[src/rtl/alu_pkg.sv]
// rtl/alu_pkg.sv - shared ALU width, func codes and bit-reverse helper
//
// Contents:
//   XLEN         data width (64)
//   ADD_SUB..AND 3-bit func selector codes
//   bit_reverse  mirrors a XLEN-bit word, lets left shifts reuse the right shifter
package alu_pkg;

  localparam int XLEN = 64;

  localparam logic [2:0] ADD_SUB = 3'b000;
  localparam logic [2:0] SLL     = 3'b001;
  localparam logic [2:0] SLT_U   = 3'b010;
  localparam logic [2:0] SLT_S   = 3'b011;
  localparam logic [2:0] XOR     = 3'b100;
  localparam logic [2:0] SR      = 3'b101;
  localparam logic [2:0] OR      = 3'b110;
  localparam logic [2:0] AND     = 3'b111;

  function automatic logic [XLEN-1:0] bit_reverse(input logic [XLEN-1:0] v);
    logic [XLEN-1:0] r;
    for (int i = 0; i < XLEN; i++) begin
      r[i] = v[XLEN-1-i];
    end
    return r;
  endfunction

endpackage

[src/rtl/alu_shifter.sv]
// rtl/alu_shifter.sv - combinational 64-bit barrel shifter
//
// Ports:
//   a      in  XLEN  value to shift
//   shamt  in  6     shift amount
//   left   in  1     1 = logical left, 0 = right
//   arith  in  1     right shifts only: 1 = fill with a[XLEN-1], 0 = zero fill
//   y      out XLEN  shifted value
module alu_shifter
  import alu_pkg::*;
(
  input  logic [XLEN-1:0] a,
  input  logic [5:0]      shamt,
  input  logic            left,
  input  logic            arith,
  output logic [XLEN-1:0] y
);

  logic [XLEN-1:0] stage;
  logic            fill;

  // A single right-shifting log ladder serves both directions: left shifts
  // are done by mirroring the operand on the way in and the result on the way out.
  always_comb begin
    stage = left ? bit_reverse(a) : a;
    fill  = arith & ~left & a[XLEN-1];
    for (int i = 0; i < 6; i++) begin
      if (shamt[i]) begin
        stage = stage >> (1 << i);
        if (fill) begin
          stage = stage | ~({XLEN{1'b1}} >> (1 << i));
        end
      end
    end
    y = left ? bit_reverse(stage) : stage;
  end

endmodule

[src/rtl/alu.sv]
// rtl/alu.sv - 64-bit ALU with registered result and compare flags
//
// Ports:
//   clk      in  1     rising-edge clock
//   reset    in  1     synchronous active-high reset
//   a, b     in  XLEN  operands (shift amount is b[5:0])
//   func     in  3     operation selector (alu_pkg codes)
//   sub_sra  in  1     subtract for ADD_SUB, arithmetic shift for SR
//   s        out XLEN  registered result
//   eq       out 1     registered a == b
//   lu       out 1     registered a < b unsigned
//   ls       out 1     registered a < b signed
module alu
  import alu_pkg::*;
(
  input  logic            clk,
  input  logic            reset,
  input  logic [XLEN-1:0] a,
  input  logic [XLEN-1:0] b,
  input  logic [2:0]      func,
  input  logic            sub_sra,
  output logic [XLEN-1:0] s,
  output logic            eq,
  output logic            lu,
  output logic            ls
);

  logic [XLEN-1:0] sum;
  logic [XLEN-1:0] shift_out;
  logic [XLEN-1:0] result;
  logic            eq_c;
  logic            lu_c;
  logic            ls_c;
  logic            shift_left;

  // Two's-complement subtract: invert b and inject the carry-in.
  assign sum = a + (sub_sra ? ~b : b) + {{(XLEN-1){1'b0}}, sub_sra};

  assign eq_c = (a == b);
  assign lu_c = (a < b);
  assign ls_c = ($signed(a) < $signed(b));

  // sub_sra only reaches the shifter as "arith"; the shifter ignores it for left shifts.
  assign shift_left = (func == SLL);

  alu_shifter u_shifter (
    .a     (a),
    .shamt (b[5:0]),
    .left  (shift_left),
    .arith (sub_sra),
    .y     (shift_out)
  );

  always_comb begin
    result = '0;
    case (func)
      ADD_SUB: result = sum;
      SLL:     result = shift_out;
      SLT_U:   result = {{(XLEN-1){1'b0}}, lu_c};
      SLT_S:   result = {{(XLEN-1){1'b0}}, ls_c};
      XOR:     result = a ^ b;
      SR:      result = shift_out;
      OR:      result = a | b;
      AND:     result = a & b;
      default: result = '0;
    endcase
  end

  always_ff @(posedge clk) begin
    if (reset) begin
      s  <= '0;
      eq <= 1'b0;
      lu <= 1'b0;
      ls <= 1'b0;
    end else begin
      s  <= result;
      eq <= eq_c;
      lu <= lu_c;
      ls <= ls_c;
    end
  end

endmodule

[config.mk]
export PLATFORM = sky130hd
export DESIGN_NAME = alu
export DESIGN_NICKNAME = d
export VERILOG_FILES = /design/src/rtl/alu_pkg.sv /design/src/rtl/alu_shifter.sv /design/src/rtl/alu.sv
export SDC_FILE = /design/constraint.sdc
export NUM_CORES = 1
export LEC_CHECK = 0
export BUFFER_PORTS_ARGS = -buffer_cell sky130_fd_sc_hd__buf_2
export CORE_ASPECT_RATIO = 0.7
export CORE_UTILIZATION = 40
export DETAILED_ROUTE_END_ITERATION = 12
export PLACE_DENSITY = 0.69
export SYNTH_ARGS = -nofsm -noshare
export SYNTH_HDL_FRONTEND = slang
export SYNTH_HIERARCHICAL = 1
export SYNTH_SLANG_ARGS = --single-unit
[constraint.sdc]
create_clock -name clk -period 5 [get_ports clk]
set_input_delay 1 -clock clk [delete_from_list [all_inputs] [get_ports clk]]
set_output_delay 1 -clock clk [all_outputs]
set_load 0.005 [all_outputs]
* Word-level counts from Yosys, hierarchy flattened
Index checks and enable logic that the tools add are counted.
** Storage, ports and cells
- Bits in registers :: 67
- Input bits :: 134
** Operators by class
- Add/sub/neg operators :: 2
- Magnitude comparators :: 2
- Equal/unequal tests :: 8
- Multiplexer cells :: 16
- Bitwise operators :: 7
- Reductions and logical operators :: 2
** Operator list (count)
- 64-bit two-way mux :: 15
- 64-bit case mux with 7 select lines :: 1
- 64-bit < comparator :: 2
- 64-bit by 1-bit adder with 64-bit output :: 1
- 64-bit adder :: 1
- 64-bit AND :: 1
- 64-bit equality test :: 1
- 64-bit inverter :: 1
- 64-bit OR :: 1
- 64-bit XOR :: 1
- 3-bit equality test (second input constant) :: 4
- 3-bit by 2-bit equality test with 1-bit output (second input constant) :: 2
- 3-bit by 1-bit equality test with 1-bit output (second input constant) :: 1
- 3-bit logical NOT :: 1
- 1-bit AND :: 2
- 2-bit OR reduction :: 1
- 1-bit inverter :: 1

* Longest topological paths before layout
Gate-level depths: netlist (run 1).
- Word-level depth :: 18
- Gate-level depth with buffers :: 20

* Hierarchy
Netlist (run 1), hierarchy kept.
** By module, submodules not included
- alu :: times used 1, cells an instance 1509, area each 11344.6 um2, sequential area each 1341.3 um2
- alu_shifter :: times used 1, cells an instance 779, area each 6687.7 um2, sequential area each 0.0 um2

* Least setup slack after synthesis (run 1)
No wires, ideal clock.
- Path type :: input to register
- Start :: in func[2]
- End :: reg s[34]
- Arrival time :: 4.538 ns
- Data required time :: 4.863 ns
- Path slack :: 0.325 ns
- Stages :: 16
- Buffers on the path :: 5
- Path through :: clkbuf_1 > clkbuf_1 > clkbuf_1 > nor3_1 > buf_6 > buf_6 > mux4_2 > mux4_2 > a222oi_1 > a21oi_1 > a31oi_1 > a22oi_1 > a21oi_1 > o22ai_1 > a221oi_1 > a211oi_1
** Between the ends
- Word-level cells in the longest chain between the ends :: 15
- Elaborated cells on any way between the ends :: 27
- Those cells by class :: eq/ne: 7; mux: 15; bitwise: 3; reduce/logical: 2
** Ends and longest elaborated chain
- start, declared :: line alu.sv:20 : input logic [2:0] func,
- 3-bit by 1-bit equality test with 1-bit output * :: line alu.sv:44 : assign shift_left = (func == SLL);
- named net shift_left :: line alu.sv:34 : logic shift_left;
- 64-bit two-way mux / 1-bit inverter (equally long branches) :: line alu_shifter.sv:25, alu_shifter.sv:26
- 64-bit two-way mux / 1-bit AND (equally long branches) :: line alu_shifter.sv:30, alu_shifter.sv:26
- 64-bit two-way mux / 1-bit AND (equally long branches) :: line alu_shifter.sv:28, alu_shifter.sv:26
- 64-bit two-way mux :: line alu_shifter.sv:30 : if (fill) begin
- 64-bit two-way mux :: line alu_shifter.sv:28 : if (shamt[i]) begin
- 64-bit two-way mux :: line alu_shifter.sv:30
- 64-bit two-way mux :: line alu_shifter.sv:28
- 64-bit two-way mux (on tied branches) :: line alu_shifter.sv:30, alu_shifter.sv:28
- 64-bit two-way mux :: line alu_shifter.sv:28
- 64-bit two-way mux (on tied branches) :: line alu_shifter.sv:30, alu_shifter.sv:28
- 64-bit two-way mux (on tied branches) :: line alu_shifter.sv:28, alu_shifter.sv:30
- 64-bit two-way mux :: line alu_shifter.sv:28
- 64-bit two-way mux * :: line alu_shifter.sv:35 : y = left ? bit_reverse(stage) : stage;
- named net shift_out[34] :: line alu.sv:29 : logic [XLEN-1:0] shift_out;
- 64-bit case mux with 7 select lines * :: line alu.sv:56 : case (func)
- end signal, assigned :: line alu.sv:76 : s <= result;
- end, declared :: line alu.sv:22 : output logic [XLEN-1:0] s,
Mark *: on every way through the listed nets, which the timed path passes. The rest lies on a longest branch.
A chain may end at the register's enable or synchronous reset.

* Final worst setup path (run 1)
Ends and elaborated chain as after synthesis.

==> results of run 1 <==
-- metrics by stage --
step | util | total power, mW
floorplan | - | 2.234
finish | 0.4858 | 4.341
global route | 0.4857 | 4.498
global placement | 0.4782 | 3.436
CTS | 0.4857 | 4.223
detailed placement | 0.4782 | 3.439
-- cells by family after synthesis --
logic type / share of synthesized area
compound gates: 0.2705
xor+xnor: 0.06071
fa+ha+maj: 0.1774
buf+inv: 0.08514
flops: 0.07438
mux: 0.1836
simple gates: 0.1483
-- layout make-up --
class | count | area, µm²
diodes | 2 | 5.005
clock buffers | 11 | 242.7
clock inverters | 5 | 86.33
fillers | 4363 | 22650
inverters | 183 | 686.9
multi-input cells | 1876 | 15190
flip-flops and latches | 67 | 1341
well taps | 594 | 743.2
repair buffers | 454 | 3100
-- sequential cells by signal, indices dropped and copies added, names as in the netlist --
signal and cells:
lu 1, eq 1, ls 1, s 64
-- per-layer routing --
| layer | share of wire | wire length [µm] | vias up | track usage |
|---|---|---|---|---|
| li1 | - | - | 9099 | - |
| met1 | 0.43 | 41190 | 10187 | 0.5775 |
| met2 | 0.38 | 37010 | 1589 | 0.5421 |
| met3 | 0.15 | 14770 | 196 | 0.1605 |
| met4 | 0.034 | 3277 | 0 | 0.1298 |
| met5 | 0 | 0 | - | 0 |
-- worst min-delay path, stage by stage --
cell and delay [ns]:
buf_2 0.11, ha_1 0.14, a21oi_1 0.05, a31oi_1 0.13
-- where the power goes --
part / leakage, nW / switching (mW) / total, mW / internal, mW
logic: 9.29 / 1.82 / 2.98 / 1.16
clock network: 0.160 / 0.308 / 0.761 / 0.453
registers: 0.553 / 0.0187 / 0.602 / 0.583
-- path summary, 6_finish.rpt --
| check | startpoint | to | slack, ns | cells past startpoint |
|---|---|---|---|---|
| max | func[2] | s[34]$_SDFF_PP0_ | 0.08 | 17 |
| min | b[47] | s[47]$_SDFF_PP0_ | 1.09 | 4 |
-- cell usage after synthesis, drive strengths merged (16+ instances only) --
cell / number / area [µm²]
nand2: 192 / 720.7
a21o: 40 / 300.3
a21oi: 187 / 943.4
a22oi: 45 / 342.8
xor2: 78 / 683.2
ha: 254 / 3178
nor4: 21 / 143.9
xnor2: 47 / 411.6
a211oi: 55 / 432.9
nor3: 34 / 170.2
o211ai: 17 / 132.6
nand4: 19 / 125.1
a221oi: 27 / 242.7
mux2i: 50 / 500.5
o22ai: 54 / 337.8
o31ai: 17 / 156.4
nor2: 193 / 724.4
and3: 16 / 100.1
o21ai: 89 / 449.2
mux4: 100 / 2337
dfxtp: 67 / 1341
nor2b: 18 / 112.6
inv: 180 / 675.7
o21bai: 26 / 198.9
mux2: 42 / 473.0
nand3: 38 / 190.2
buf: 73 / 501.7
a31oi: 56 / 365.3
clkbuf: 88 / 337.8
nand2b: 18 / 112.6
==> results.py, run 1 <==
metrics = {
    "route": {
        "drt_wl_total_mm": 96.25,
        "wire_per_inst_um": 30.15,
        "vias": 21071,
        "ant_nets": 0,
        "routed_via_density": 6.601,
        "drc": 0,
        "dr.pass1.iters": 7,
        "drtIter0Drc": 2983,
    },
    "cells_and_area": {
        "final_common_cell": "ha_1",
        "area_delta_synth_final_pct": 18.64,
        "nets": 2980,
        "drive_above_1_share": 0.2438,
        "design_area_mm2": 0.02139,
        "most-common-layout-cells": "254 x ha_1, 241 x buf_4, 198 x buf_2",
        "layout.cells.non_filler": 3192,
    },
    "critical_path": {
        "path_class": "primary input to register",
        "cp_slowest_cell": "nor3_1",
        "cpMostUsedCell": "buf_4",
        "end_kind": "register",
        "path_max_fanout": 9,
        "critPathMaxStageDelay_ns": 0.62,
        "start_kind": "primary input",
        "cp_cell_sequence": "buf_2 -> nor3_2 -> buf_12 -> buf_12 -> buf_4 -> mux4_2 -> and2_1 -> nor3_1 -> o311ai_0 -> buf_4 -> a31oi_1 -> a22oi_1 -> a21oi_1 -> buf_4 -> o22ai_1 -> a221oi_1 -> a211oi_1",
        "critical_path.top_delay_family": "compound AO/OA/AOI/OAI gates",
        "worst-endpoint-required_ns": 5.23,
        "path_buf_inv": 6,
        "worstPathArrival_ns": 5.15,
    },
    "timing": {
        "worstMarginPinSlew_ns": 1.149,
        "max_clock_freq_ghz": 0.2034,
        "hold_slack_ns": 1.095,
        "period_share": 0.9831,
        "rsz0062_at_grt": "false",
        "fin_crit_ns": 4.916,
        "setup_viol": 0,
        "setup_slack_ns": 0.08437,
        "relSlewSlack": 0.2291,
        "hold_violations": 0,
        "maxSlewViolCount": 0,
        "tns_ns": 0,
    },
    "clock_tree": {
        "post_cts_resized": 0,
        "clkSinkCount": 67,
        "post_cts_buffers": 0,
        "clkTransAtPathRegs_ns": 0.07,
        "cts_hold_buf": 0,
        "cts_root_buf": "clkbuf_16",
        "cts_inserted_buffers": 9,
        "cts_tree": "done",
        "htree_levels": 3,
        "clk_path_buf_depth": 2,
    },
    "status": {
        "status": "complete, no violations",
    },
    "logic_synthesis": {
        "syn_inst": 2288,
        "synth-seq-cells": 67,
        "synth.avg_cell_area_um2": 7.881,
        "yosys_warnings": 6,
        "synth_edf_count": 0,
        "synth.distinct_cells": 98,
        "synth_seq_area_share": 0.07438,
        "synth_ff_type": "dfxtp_1",
        "mappedNetlistArea_mm2": 0.01803,
        "syn_nets": 2677,
        "async_flop_share": 0,
    },
    "floorplan": {
        "ioPinCount": 201,
        "fp.coreArea_mm2": 0.04404,
        "die_height_um": 179.6,
        "die_x_um": 255.8,
        "dieArea_mm2": 0.04595,
        "rows": 64,
        "start_util": 0.4094,
    },
    "placement": {
        "dp.cells": 3174,
        "pre_cts_slack_ns": -0.09537,
        "port_buffers": 200,
        "dpl-instance-area_mm2": 0.02106,
        "gp_congestion": 1.149,
        "dpl.hpwl_mm": 77.86,
    },
    "pwr": {
        "p_per_area_mw_per_mm2": 202.9,
        "ir_drop_v": 0.0001811,
        "p_leak_nw": 10.00,
    },
    "global_routing": {
        "grt_overflow": 0,
        "grt_pass1_wl_mm": 136.5,
        "antenna_found_initial": 1,
        "grt_max_degree": 79,
        "grt_pass1_vias": 19554,
        "grt_usage": 0.4039,
    },
    "hold_path": {
        "min_path_type": "primary input to register",
    },
    "run": {
        "max-cap-violations": 0,
    },
}
Power figures use the tool's default switching activity.
==> inputs of run 2 (changes only) <==
--- a/config.mk
+++ b/config.mk
@@ -9,7 +9,8 @@
 export CORE_ASPECT_RATIO = 0.7
 export CORE_UTILIZATION = 40
 export DETAILED_ROUTE_END_ITERATION = 12
-export PLACE_DENSITY = 0.69
+export PLACE_DENSITY = 0.71
+export REMOVE_ABC_BUFFERS = 1
 export SYNTH_ARGS = -nofsm -noshare
 export SYNTH_HDL_FRONTEND = slang
 export SYNTH_HIERARCHICAL = 1
==> constraint.sdc (replaced) <==
create_clock -name clk -period 4.3 [get_ports clk]
set_input_delay 0.86 -clock clk [delete_from_list [all_inputs] [get_ports clk]]
set_output_delay 0.86 -clock clk [all_outputs]
set_load 0.005 [all_outputs]
==> run 2 against run 1 <==
Compared with the run above:
- the run now ends with setup timing left
- die area unchanged
- non-clock buffer count rose by 308
- via count up 5.1%
- design area rose by 14%
- global-route usage grew 0.83 points
- routed wire length is 2.6% higher
- sequential share of layout area decreased by 0.75 points
- critical path depth increased by 1
- worst hold slack got worse by 0.16 ns
- first-iteration DRC count shrank 6.5%
- sequential power rose by 15%
- clock-buffer cell count is the same
- critical path type unchanged
- critical endpoint is now s[28]$_SDFF_PP0_
==> results.py, run 2 (synthesis results as in run 1) <==
metrics = {
    "floorplan": {
        "die_height_um": 179.6,
        "fp.coreArea_mm2": 0.04404,
        "die_x_um": 255.8,
        "dieArea_mm2": 0.04595,
        "ioPinCount": 201,
        "start_util": 0.4094,
        "rows": 64,
    },
    "global_routing": {
        "grt_usage": 0.4121,
        "grt_pass1_vias": 21133,
        "antenna_found_initial": 3,
        "grt_pass1_wl_mm": 139.7,
        "grt_overflow": 0,
        "grt_max_degree": 78,
    },
    "clock_tree": {
        "htree_levels": 3,
        "cts_hold_buf": 0,
        "cts_tree": "done",
        "clkSinkCount": 67,
        "clk_path_buf_depth": 2,
        "clkTransAtPathRegs_ns": 0.06,
        "cts_root_buf": "clkbuf_16",
        "cts_inserted_buffers": 9,
    },
    "timing": {
        "setup_viol": 7,
        "fin_crit_ns": 4.364,
        "relSlewSlack": 0.1243,
        "hold_slack_ns": 0.9323,
        "maxSlewViolCount": 0,
        "setup_slack_ns": -0.06448,
        "tns_ns": -0.2799,
        "hold_violations": 0,
        "rsz0062_at_grt": "true",
        "period_share": 1.015,
        "worstMarginPinSlew_ns": 1.312,
        "max_clock_freq_ghz": 0.2291,
    },
    "route": {
        "ant_nets": 0,
        "drtIter0Drc": 2790,
        "routed_via_density": 6.325,
        "vias": 22144,
        "drt_wl_total_mm": 98.79,
        "dr.pass1.iters": 6,
        "wire_per_inst_um": 28.22,
        "drc": 0,
    },
    "hold_path": {
        "min_path_type": "primary input to register",
    },
    "cells_and_area": {
        "nets": 3288,
        "top_register": "s",
        "fin_util": 0.5522,
        "most-common-layout-cells": "527 x buf_4, 254 x ha_1, 196 x buf_2",
        "final_common_cell": "buf_4",
        "nFillCells": 4151,
        "design_area_mm2": 0.02432,
        "multi_input_area_mm2": 0.01563,
        "drive_above_1_share": 0.3561,
        "area_delta_synth_final_pct": 34.86,
        "seq_area_mm2": 0.001341,
        "largest_reg_flops": 64,
    },
    "pwr": {
        "p_per_area_mw_per_mm2": 225.4,
        "ir_drop_v": 0.0002283,
        "p_leak_nw": 11.62,
    },
    "placement": {
        "port_buffers": 200,
        "dpl.hpwl_mm": 79.41,
        "gp_congestion": 1.038,
        "dpl-instance-area_mm2": 0.02313,
    },
    "critical_path": {
        "path_class": "primary input to register",
        "start_kind": "primary input",
        "path_max_fanout": 5,
        "end_kind": "register",
        "worst-endpoint-required_ns": 4.55,
        "worstPathArrival_ns": 4.61,
    },
    "status": {
        "violations": "setup timing",
        "status": "finished with violations",
    },
    "run": {
        "max-cap-violations": 0,
    },
}
-- run 2: final cells by class --
class / count / area share
clock inverter: 5 / 0.002161
clock buffer: 11 / 0.009981
inverter: 183 / 0.02835
tap: 594 / 0.03056
timing repair buffer: 762 / 0.2307
antenna: 3 / 0.0003087
sequential: 67 / 0.05516
multi-input combinational: 1876 / 0.6428
-- run 2: where the power goes --
part | leakage [nW] | total, mW | switching, mW | internal [mW]
Combinational | 10.9 | 3.95 | 2.23 | 1.73
Sequential | 0.553 | 0.692 | 0.0144 | 0.678
Clock | 0.145 | 0.836 | 0.374 | 0.462
-- run 2: routing by layer --
| layer | vias up | part of all wire | track usage |
|---|---|---|---|
| li1 | 9718 | - | - |
| met1 | 10882 | 0.42 | 0.5739 |
| met3 | 136 | 0.14 | 0.1592 |
| met2 | 1408 | 0.41 | 0.5885 |
| met5 | - | 0 | 0 |
| met4 | 0 | 0.025 | 0.1051 |
-- run 2: worst paths after layout --
kind	end	start	slack (ns)	cells past startpoint
max	s[28]$_SDFF_PP0_	func[0]	-0.06	18
min	s[47]$_SDFF_PP0_	b[47]	0.93	4
-- run 2: what timing repair did --
item                                    in CTS  in global routing
gates cloned                                 0                  3
endpoints found under the setup margin      17                 36
buffers inserted                             3                 31
resized for setup                           23                119
endpoints found under the hold margin        0                  0
pin swaps                                    3                 43
-- run 2: critical path, cell delays in order --
cell	delay, ns
buf_8	0.08
inv_4	0.03
nor3_4	0.28
clkbuf_16	0.24
buf_4	0.13
buf_12	0.11
mux4_2	0.56
mux2_4	0.38
a222oi_1	0.40
o21ai_0	0.17
buf_4	0.18
o21ai_0	0.23
mux2i_1	0.15
a21oi_1	0.17
o22ai_1	0.13
a221oi_2	0.27
buf_4	0.17
a211oi_1	0.06
-- run 2: metrics by stage --
step	std cells	setup slack (ns)	power, mW
after floorplan	2126	-16.36	2.500
after global placement	3446	-0.8973	4.293
after detailed placement	3446	-0.8081	4.334
after CTS	3465	-0.002581	5.224
after global routing	3498	-0.1313	5.704
final	3501	-0.06448	5.481
